$ cat src/rtl/hours.sv
// Hour-of-day counter driven by the minutes roll-over, with manual adjust and load.
// Optional 12-hour display outputs (hour12, pm) are built when HOURS_12H_EN is defined.
module hours #(
    parameter int unsigned MAX_HOUR = 23
) (
    input  logic       clkMSec,
    input  logic       resetN,
    input  logic       changeHour,
    input  logic       setEn,
    input  logic       setUp,
    input  logic       setDown,
    input  logic       loadEn,
    input  logic [4:0] loadHour,
    output logic       loadErr,
    output logic       changeDay,
    output logic [4:0] hour,
    output logic       pending
`ifdef HOURS_12H_EN
    ,
    output logic [3:0] hour12,
    output logic       pm
`endif
);

    localparam int unsigned HW = 5;
    localparam logic [HW-1:0] MAX = HW'(MAX_HOUR);

    typedef enum logic {
        RUN = 1'b0,
        SET = 1'b1
    } mode_t;

    mode_t         mode;
    logic [HW-1:0] hour_n;
    logic          pending_n;
    logic          day_n;
    logic          err_n;
    logic          inc_a;
    logic          inc_b;
    logic          exiting;

    // Next-state: load, then adjust, then roll-over increments (up to two on adjust exit).
    always_comb begin
        hour_n    = hour;
        pending_n = pending;
        day_n     = 1'b0;
        err_n     = 1'b0;
        inc_a     = 1'b0;
        inc_b     = 1'b0;
        exiting   = (mode == SET) && !setEn;

        if (loadEn) begin
            if (loadHour <= MAX) begin
                hour_n    = loadHour;
                pending_n = 1'b0;
            end else begin
                err_n = 1'b1;
                if (exiting) begin
                    pending_n = 1'b0;
                end
            end
        end else if (mode == RUN) begin
            inc_a = changeHour;
        end else if (exiting) begin
            inc_a     = pending;
            inc_b     = changeHour;
            pending_n = 1'b0;
        end else begin
            pending_n = pending | changeHour;
            if (setUp && !setDown) begin
                hour_n = (hour == MAX) ? '0 : hour + HW'(1);
            end else if (setDown && !setUp) begin
                hour_n = (hour == '0) ? MAX : hour - HW'(1);
            end
        end

        // Stepwise increments keep every intermediate value within 0..MAX_HOUR.
        if (inc_a) begin
            if (hour_n == MAX) begin
                hour_n = '0;
                day_n  = 1'b1;
            end else begin
                hour_n = hour_n + HW'(1);
            end
        end
        if (inc_b) begin
            if (hour_n == MAX) begin
                hour_n = '0;
                day_n  = 1'b1;
            end else begin
                hour_n = hour_n + HW'(1);
            end
        end
    end

`ifdef HOURS_12H_EN
    function automatic logic [3:0] to_12h(input logic [HW-1:0] h);
        if (h == '0) begin
            return 4'd12;
        end else if (h > HW'(12)) begin
            return 4'(h - HW'(12));
        end else begin
            return 4'(h);
        end
    endfunction
`endif

    always_ff @(posedge clkMSec) begin
        if (resetN) begin
            mode      <= RUN;
            hour      <= '0;
            pending   <= 1'b0;
            changeDay <= 1'b0;
            loadErr   <= 1'b0;
`ifdef HOURS_12H_EN
            hour12    <= 4'd12;
            pm        <= 1'b0;
`endif
        end else begin
            mode      <= setEn ? SET : RUN;
            hour      <= hour_n;
            pending   <= pending_n;
            changeDay <= day_n;
            loadErr   <= err_n;
`ifdef HOURS_12H_EN
            hour12    <= to_12h(hour_n);
            pm        <= (hour_n >= HW'(12));
`endif
        end
    end

endmodule
$ cat config.mk
export PLATFORM = sky130hd
export DESIGN_NAME = hours
export DESIGN_NICKNAME = d
export VERILOG_FILES = /design/src/rtl/hours.sv
export SDC_FILE = /design/constraint.sdc
export NUM_CORES = 1
export LEC_CHECK = 0
export CAP_MARGIN = 0
export CORE_MARGIN = 1.5
export CORE_UTILIZATION = 38
export CTS_CLUSTER_SIZE = 16
export DETAILED_ROUTE_END_ITERATION = 8
export GPL_ROUTABILITY_DRIVEN = 0
export GPL_TIMING_DRIVEN = 1
export SLEW_MARGIN = 20
export SYNTH_ARGS = -nofsm -noshare
export SYNTH_HDL_FRONTEND = slang
export SYNTH_SLANG_ARGS = --single-unit
$ cat constraint.sdc
create_clock -name clkMSec -period 5.5 [get_ports clkMSec]
set_input_delay 1.1 -clock clkMSec [delete_from_list [all_inputs] [get_ports clkMSec]]
set_output_delay 1.1 -clock clkMSec [all_outputs]
set_load 0.05 [all_outputs]
==> summary.md <==
| Metric | Value |
|---|---|
| P per Cell Area | 187 mW/mm2 |
| Total GRT Usage | 18.9% |
| Per-cell routed wire length | 14.4 um |
| Pleak | 0.429 nW |
| TritonCTS Buffers | 3 |
| Slew Viols, Final | 0 |
| Synth top area share | 18.1% |
| Total power | 0.225 mW |
| Mapped Area | 993 um2 |
| RSZ-0062 raised after global routing | no |
| Max_cap viols | 0 |
| Hold WC Path Type | flop to flop |
| Dpl hpwl | 1950 um |
| Startpoint types | input pin |
| Post-DRT Antenna Nets | 0 |
| Core Rows | 18 |
| Synthesis-stage register bit count | 9 |
| Clk sinks | 9 |
| Via count | 1023 |
| Clock Pin Slew Worst Setup and Hold Paths | 60 ps |
| Nets@finish | 161 |
| First-pass GRT wire length | 3930 um |
| Bufs on Longest Clock Path | 2 |
| Syn_nets | 144 |
| Root buf cell | clkbuf_4 |
| Post-synth EDFFs | 0 |
| Max transition margin | 58.8% |
| Fillers | 249 |
| Diodes inserted | 0 |
| Cell family with most CP delay | simple AND/OR/NAND/NOR gates |
| Io pins | 20 |
| Setup TNS | 0 ps |
| Worst path max stage delay | 650 ps |
| Area leader, netlist | dfxtp_1 |
| Worst-Margin Slew | 613 ps |
| Share of layout cells above drive strength 1 | 11.1% |
| CTS tree | done |
| Die height | 54.1 um |
| Type of the worst setup path | input pin to flop |
| Syn. warnings | 0 |
| Maximum fanout along the worst path | 14 |
| CP max stage cell | clkdlybuf4s50_1 |
| Layout area overhead | 21.0% |
| Worst-Skew Late Latency | 270 ps |
| Initial cell density of the core | 40.1% |
| DRC violations left | 0 |
| Hold Vio Cnt, Final | 0 |
| PnR worst setup slack | 1360 ps |
| Crit path cell chain | clkdlybuf4s50_1, and3b_1, o31ai_1, nor4_2, nor2_1, ha_1, nand2_1, nor3b_1, a21oi_1, ha_1, nand2_1, nor3b_1, nor3_1, mux2_4 |
| Worst path bufs/invs | 1 |
| CTS resizes | 0 |
| H-tree depth | 1 |
| Fin Clk Skew | 5.44 ps |
| Status | complete, no violations |
| Share of flip-flops with an asynchronous set or reset | 0% |
| Synth Flop Type | dfxtp_1 |
| Sequential fraction of the synthesis area | 18.1% |
| Required time worst endpoint | 5650 ps |
| I/O Buffers | 19 |
| Hold-fix buffers, CTS | 0 |
| Largest net degree at the start of global routing | 15 |
| Die ar. | 0.00293 mm2 |
| Worst path arrival time | 4290 ps |
| Fin crit period | 4140 ps |
| Final setup fails | 0 |
| Mean Syn Cell Area | 7.76 um2 |
| Vias in the first global route | 874 |
| Total Wirelength | 2510 um |
| Vias/cell | 5.88 |
| Crit share post-route | 75.3% |
| Fmax | 0.242 GHz |
| Synth cell types | 53 |
| Post-place setup slack | 1100 ps |
| VDD IR max | 0.151 mV |
| 1st-iter DRT viols | 26 |
| Endpoint type of the worst setup path | flop |
| Remaining Overflow, GRT | 0 |
| Initial antenna violation count | 0 |
| Post-CTS setup buffer count | 0 |
| Die Wd | 54.1 um |
| Synth area leaders | dfxtp_1, nand2_1, ha_1, a21oi_1, nor2_1 |
| Core area | 0.00248 mm2 |
| Syn Inst Count | 128 |
| DR pass1 iterations | 4 |
-- layout make-up --
type,instances,area (um2),share of cell area (%)
Clock buffer,4,26.3,2.19
Inverter,6,22.5,1.87
Multi-Input combinational cell,106,746,62.0
Sequential cell,9,180,15.0
Tap cell,30,37.5,3.12
Timing Repair Buffer,19,190,15.8
-- logic make-up after synthesis --
logic type | after synthesis | share of synthesized area (%)
buffers and inverters | 13 | 6.80
DFF | 9 | 18.1
and+or+nand+nor | 60 | 34.9
adders and majority gates | 4 | 5.04
xor gates and xnor gates | 3 | 2.65
AOI/OAI and AO/OA | 35 | 27.5
muxes | 4 | 5.04
-- final timing paths --
path / start / endpoint / slack, ps / cells after the start
worst max register to register: hour[1]$_SDFF_PP0_ / hour[3]$_SDFF_PP0_ / 2170 / 14
worst min-delay path: pending$_SDFFE_PP0P_ / pending$_SDFFE_PP0P_ / 560 / 2
worst max-delay path: setDown / hour[3]$_SDFF_PP0_ / 1360 / 14
worst min register to register: pending$_SDFFE_PP0P_ / pending$_SDFFE_PP0P_ / 560 / 2
-- cells in the mapped netlist (2+ instances only) --
master and count:
nand2_1 14, a21oi_1 9, dfxtp_1 9, nor2_1 9, inv_1 6, nor3_1 6
and3_1 4, ha_1 4, nand3_1 4, a31oi_1 3, nand2b_1 3, nand3b_1 3
nor3b_1 3, a211oi_1 2, buf_2 2, buf_4 2, mux2_4 2, mux2i_1 2
nand4_1 2, nor2b_1 2, o21ai_0 2, o22ai_1 2, o311ai_0 2, xor2_1 2
-- placed cells by master (no fill, tap or decap), types with 3 or more instances in the layout --
cell type	synthesis	final
a31oi_1	3	3
nand3_1	4	4
nor3_1	6	6
inv_1	6	6
nand3b_1	3	3
ha_1	4	4
nand2b_1	3	3
a21oi_1	9	9
and3_1	4	4
nor2_1	9	9
nand2_1	14	14
dfxtp_1	9	9
clkdlybuf4s50_1	0	19
clkbuf_4	0	3
nor3b_1	3	3
-- report_power, final --
part	internal (mW)	leakage (nW)	switching, mW	total, mW
sequential	0.0693	0.0740	0.00853	0.0778
combinational	0.0408	0.340	0.0544	0.0952
clock	0.0280	0.0150	0.0238	0.0518
-- layer usage --
metal	up-vias	track usage (%)	routed length, um
met1	473	24.6	1180
li1	521	-	-
met3	2	4.17	146
met4	0	5.00	22
met2	27	31.1	1160
met5	-	0	0
-- state kept, by name (all words and copies together) (netlist names) --
register and flops:
mode 1, loadErr 1, changeDay 1, pending 1, hour 5
-- worst register-to-register path: stages (launching register included) --
cell	delay, ps
dfxtp_1	490
ha_1	270
and4b_2	280
nor4_1	70
nor4_2	370
nor2_1	100
ha_1	230
nand2_1	110
nor3b_1	70
a21oi_1	250
ha_1	190
nand2_1	70
nor3b_1	360
nor3_1	90
mux2_4	260
-- per-stage QoR --
step                      utilization [%]  area [um2]  cells  hold slack [ps]
after detailed placement             47.5        1180    170              551
after global placement               47.5        1180    170              547
after floorplan                         -         993    128              581
after CTS                            48.5        1200    174              562
final                                48.5        1200    174              565
after global routing                 48.5        1200    174              615
No activity file was read; power rests on OpenSTA's default activity.
==> edit 1 (same flow settings) <==
Make the reset (`resetN`) asynchronous in one clocked block.
--- a/src/rtl/hours.sv
+++ b/src/rtl/hours.sv
@@ -105,7 +105,7 @@
     endfunction
 `endif
 
-    always_ff @(posedge clkMSec) begin
+    always_ff @(posedge clkMSec or posedge resetN) begin
         if (resetN) begin
             mode      <= RUN;
             hour      <= '0;
Formal check against the unedited RTL: differs if resetN is asserted again (counterexample within 4 cycles, from zero or initial values and one cycle with resetN high); with resetN held inactive, the same outputs for 10 cycles.
==> edit 1 against the unedited design <==
  * Register-to-register slack worse by 0.36 ns
  * Design area up 13%
  * Wire length up 18%
  * Die area up 15%
  * Sequential cell count unchanged
  * Synthesized area up 16%
  * Worst setup slack worse by 0.29 ns
  * Hold slack better by 0.053 ns
Power is not compared: it rests on default switching activity, and its combinational part moved more than twofold at a synthesized area within 25%.
==> edit 1: results (changes against the unedited design) <==
[worst_setup_path]
cp-startpoint = setDown  ; unchanged
reg2reg_slack_ns = 1.81  ; was 2.17 ns
slowest_delay_ns = 0.75  ; was 0.65 ns
worst_r2r_path_depth = 17  ; was 14
r2r_start = hour[0]$_DFF_PP0_  ; was hour[1]$_SDFF_PP0_
cp.arrival_ns = 4.61  ; was 4.29 ns
slowest_stage = clkdlybuf4s50_1  ; unchanged
crit_path_end = changeDay$_DFF_PP0_  ; was hour[3]$_SDFF_PP0_
cp_max_fo = 15  ; was 14

[placed_design]
hpwlAfterDp_mm = 2.24  ; was 1.95 mm
io_buffer_count = 19  ; unchanged
place_area_mm2 = 0.00133  ; was 0.00118 mm2
place_ws_ns = 0.816  ; was 1.10 ns

[drt]
post_drt_wl_per_cell_um = 16.0  ; was 14.4 um
routed_via_density = 6.15  ; was 5.88
first_pass_iters = 5  ; was 4
drt_iter0_markers = 69  ; was 26
drtAntennaViolNets = 0  ; unchanged

[clocking]
clk_pin_slew_ns = 0.07
numCtsBuffers = 3  ; unchanged
cts_setup_buffers = 0  ; unchanged
clk_path_buf_depth = 2  ; unchanged
clock-root-buffer = clkbuf_4  ; unchanged
htreeDepth = 1  ; unchanged
insertion_delay_ns = 0.27  ; about the same

[global_routing]
grt_max_degree = 23  ; was 15
antenna_found_initial = 0  ; unchanged
track_usage = 0.192  ; was 0.189
grt_pass1_wl_mm = 4.98  ; was 3.93 mm
grt_pass1_vias = 1062  ; was 874

[synthesis]
synthFlopType = dfrtp_1  ; was dfxtp_1
async_flop_share = 1.00  ; was 0
synth_nets = 154  ; was 144
synth_warnings = 0  ; unchanged
synth_cell_types = 62  ; was 53
netlist_top_cells_count = nand2_1, inv_1, nor2_1, dfrtp_1, a21oi_1  ; was nand2_1, a21oi_1, dfxtp_1, nor2_1
synth_area_leaders = dfrtp_1, nand2_1, ha_1, nor4b_4, a21oi_1  ; was dfxtp_1, nand2_1, ha_1, a21oi_1, nor2_1
ys_seq_area_frac = 0.196  ; was 0.181

[sta]
tightest_slew_ns = 0.497  ; was 0.613 ns
skew_ns = 0.00366  ; was 0.00544 ns
fmax_ghz = 0.226  ; was 0.242 GHz

[cells_and_area]
drive_gt1_frac = 0.104  ; was 0.111
largest_register = hour  ; unchanged
layout.nets = 171  ; was 161
largest_reg_flops = 5  ; unchanged
fill_cells = 285  ; was 249

[min_path]
min_path_type = flop to flop  ; unchanged
hp-start = pending$_DFFE_PP0P_  ; was pending$_SDFFE_PP0P_

[power_and_ir_drop]
power_leakage_nw = 0.543

[job]
maxCapViolCount = 0  ; unchanged

[run_status]
status = finished clean  ; unchanged

-- edit 1: cell types whose count changed after synthesis, sizes merged, moves of 3 or more --
cell,before,now
dfrtp,0,9
dfxtp,9,0
inv,6,11
nor3,6,1
a31oi,4,1
and3,4,1
buf,5,8
nand3b,3,0
nor3b,3,0
-- edit 1: critical path: cells and delay by family --
family / cells / cell delay (ns)
buf+inv: 1 / 0.75
fa+ha+maj: 1 / 0.20
compound gates: 6 / 1.26
simple gates: 5 / 0.98
mux: 1 / 0.30
-- edit 1: per-stage QoR --
step,hold WS (ns),std cells,util
6_report,0.617,185,0.485
3_3_place_gp,0.604,181,0.475
4_1_cts,0.610,185,0.485
2_1_floorplan,0.613,138,-
3_5_place_dp,0.599,181,0.475
5_1_grt,0.652,185,0.485
-- edit 1: final cells by class --
type | instances | share of cell area
clock buffer | 3 | 0.0165
sequential | 9 | 0.165
clock inverter | 1 | 0.00368
inverter | 11 | 0.0303
tap | 31 | 0.0285
timing repair buffer | 21 | 0.151
multi-input combinational | 109 | 0.605
-- edit 1: kinds of logic (layout without fill, tap and decap cells) --
group	Yosys count	count (layout)	share of synthesized area
AO/OA/AOI/OAI	43	43	0.301
AND/OR/NAND/NOR	54	54	0.299
adder cells (fa/ha/maj)	4	4	0.0435
buffers and inverters	20	36	0.0891
XOR/XNOR	3	3	0.0228
flip-flops	9	9	0.196
multiplexers	5	5	0.0489
-- edit 1: per-layer routing --
layer,track usage,wire [um]
met2,0.321,1440
met5,0,0
met4,0.0731,66
met1,0.252,1370
met3,0.0223,86
-- edit 1: how the worst min path moves through the flow --
stage | endpoint | slack, ns | cells past startpoint
floorplan | pending$_DFFE_PP0P_ | 0.61 | 2
global placement | pending$_DFFE_PP0P_ | 0.60 | 2
detailed placement | pending$_DFFE_PP0P_ | 0.60 | 2
CTS | pending$_DFFE_PP0P_ | 0.61 | 2
global route | pending$_DFFE_PP0P_ | 0.65 | 2
finish | pending$_DFFE_PP0P_ | 0.62 | 2
-- edit 1: report_power, final --
part           switching, mW  total, mW  leakage (nW)  internal [mW]
registers             0.0300      0.107         0.112         0.0765
logic                  0.120      0.202         0.413         0.0820
clock network         0.0260     0.0529        0.0177         0.0269
total                  0.176      0.361         0.543          0.185
==> edit 2 (same flow settings) <==
Without the edit above. Add a define of `HOURS_12H_EN`.
--- a/src/rtl/hours.sv
+++ b/src/rtl/hours.sv
@@ -1,5 +1,7 @@
 // Hour-of-day counter driven by the minutes roll-over, with manual adjust and load.
 // Optional 12-hour display outputs (hour12, pm) are built when HOURS_12H_EN is defined.
+`define HOURS_12H_EN
+
 module hours #(
     parameter int unsigned MAX_HOUR = 23
 ) (
Function (old outputs only; new: hour12 and pm): kept (equiv_simple and equiv_induct, registers matched by name and starting in step).
==> edit 2 against the unedited design <==
  * First-iteration DRC count increased to 7.4 times the old value
  * Wire length increased by 50%
  * Sequential cell count increased by 5
  * Final cell count increased by 41%
  * Power increased by 77%
  * Sequential power increased by 58%
  * Worst setup slack got worse by 0.94 ns
  * Synthesized area increased by 42%
  * Count of clock-buffer cells in the layout unchanged
  * Design area increased by 49%
  * Largest power group unchanged
  * Highest routed layer unchanged
==> edit 2: results (changes against the unedited design) <==
[worst_setup_path]
r2r_start = hour[0]$_SDFF_PP0_  ; was hour[1]$_SDFF_PP0_
reg2reg_slack_ns = 1.15  ; was 2.17 ns
cp.arrival_ns = 5.20  ; was 4.29 ns
r2r-end = hour12[3]$_SDFF_PP1_  ; was hour[3]$_SDFF_PP0_
worst_r2r_path_depth = 18  ; was 14
cp_max_fo = 15  ; was 14
cp-startpoint = loadEn  ; was setDown

[synthesis]
netlist_top_cells_count = dfxtp_1, nor2_1, inv_1, and2_1, nand2_1  ; was nand2_1, a21oi_1, dfxtp_1, nor2_1
synthAdderAreaFrac = 0.0443  ; was 0.0504
ys_seq_area_frac = 0.199  ; was 0.181
synth_cell_types = 69  ; was 53
synthMuxAreaShare = 0.00709  ; was 0.0504
synth_area_leaders = dfxtp_1, ha_1, and2_1, nor2_1, inv_1  ; was dfxtp_1, nand2_1, ha_1, a21oi_1, nor2_1
synth_compound_area_frac = 0.290  ; was 0.275
synth_warnings = 0  ; unchanged
synth_nets = 188  ; was 144
synth_xor_area_frac = 0.0248  ; was 0.0264

[placed_design]
io_buffer_count = 24  ; was 19
place_ws_ns = 0.0980  ; was 1.10 ns
hpwlAfterDp_mm = 2.91  ; was 1.95 mm

[global_routing]
use_met3 = 0.0335  ; was 0.0417
grt_pass1_wl_mm = 6.63  ; was 3.93 mm
grtUsageMet1 = 0.261  ; was 0.246
globalRouteMet2Util = 0.336  ; was 0.311
grt_max_degree = 16  ; was 15
track_usage = 0.199  ; was 0.189
grt_pass1_vias = 1397  ; was 874

[min_path]
hp-start = pending$_SDFFE_PP0P_  ; unchanged
hold_end = pending$_SDFFE_PP0P_  ; unchanged
min_path_type = flop to flop  ; unchanged
hold-path-cell-count = 2  ; unchanged

[power_and_ir_drop]
switching_power_uw = 149  ; was 86.7 uW
p_int_uw = 248  ; was 138 uW
irDropWorstVdd_uv = 180  ; was 151 uV
p_comb_frac = 0.439  ; was 0.423
pwr-share-clk = 0.252  ; was 0.230
power_leakage_nw = 0.676  ; was 0.429 nW

[clocking]
insertion_delay_ns = 0.24  ; was 0.27 ns
clk_pin_slew_ns = 0.06  ; about the same
htreeDepth = 1  ; unchanged
clock-root-buffer = clkbuf_8  ; was clkbuf_4

[cells_and_area]
drive_gt1_frac = 0.185  ; was 0.111
fill_cells = 329  ; was 249
top_regs = hour (5), hour12 (4)
layout.nets = 218  ; was 161

[drt]
post-route-drc-count = 0  ; unchanged
first_pass_iters = 4  ; unchanged
post_drt_wl_per_cell_um = 15.3  ; was 14.4 um
drt_iter0_markers = 192  ; was 26
routed_via_density = 5.70  ; was 5.88

[sta]
tightest_slew_ns = 0.582  ; was 0.613 ns
setup_slack_ns = 0.418  ; was 1.36 ns
skew_ns = 0.00353  ; was 0.00544 ns

[run_status]
status = finished clean  ; unchanged

-- edit 2: changes by cell type after synthesis, sizes merged, moves of 4 or more --
| cell | before | now |
|---|---|---|
| a311oi | 0 | 4 |
| and2 | 2 | 8 |
| dfxtp | 9 | 14 |
| inv | 6 | 10 |
| nand2 | 14 | 8 |
-- edit 2: metal layers --
metal	part of all wire	vias up
met5	0	-
met4	0.012	0
met3	0.063	6
met2	0.47	48
met1	0.45	639
li1	-	708
-- edit 2: cell type report --
type / instances / area (um2) / area share
tap: 46 / 57.6 / 0.0321
clock buffer: 4 / 55.1 / 0.0307
multi-input combinational: 137 / 1040 / 0.579
inverter: 10 / 37.5 / 0.0210
sequential: 14 / 280 / 0.157
timing repair buffer: 35 / 323 / 0.180
-- edit 2: worst max-delay path, cell delays in order --
cell             delay [ns]
clkdlybuf4s50_1        0.62
nand3_1                0.27
o21ai_0                0.14
a2111oi_2              0.46
ha_1                   0.27
and2_1                 0.22
a31oi_1                0.13
or2_2                  0.32
ha_1                   0.20
nand2_1                0.08
nor2b_1                0.05
or3_1                  0.30
o21a_1                 0.20
inv_1                  0.08
ha_1                   0.25
nor4b_1                0.38
o31ai_2                0.12
-- edit 2: per-stage QoR --
| stage | hold WS (ns) | util | area [um2] | std cells |
|---|---|---|---|---|
| floorplan | 0.641 | - | 1410 | 171 |
| CTS | 0.502 | 0.519 | 1790 | 246 |
| global route | 0.532 | 0.520 | 1790 | 246 |
| finish | 0.495 | 0.520 | 1790 | 246 |
| detailed placement | 0.491 | 0.503 | 1730 | 242 |
| global placement | 0.486 | 0.503 | 1730 | 242 |
-- edit 2: what timing repair did --
action,CTS,global route
setup endpoints to repair,0,1
hold buffers,0,0
resized for setup,0,1
buffers inserted,0,0
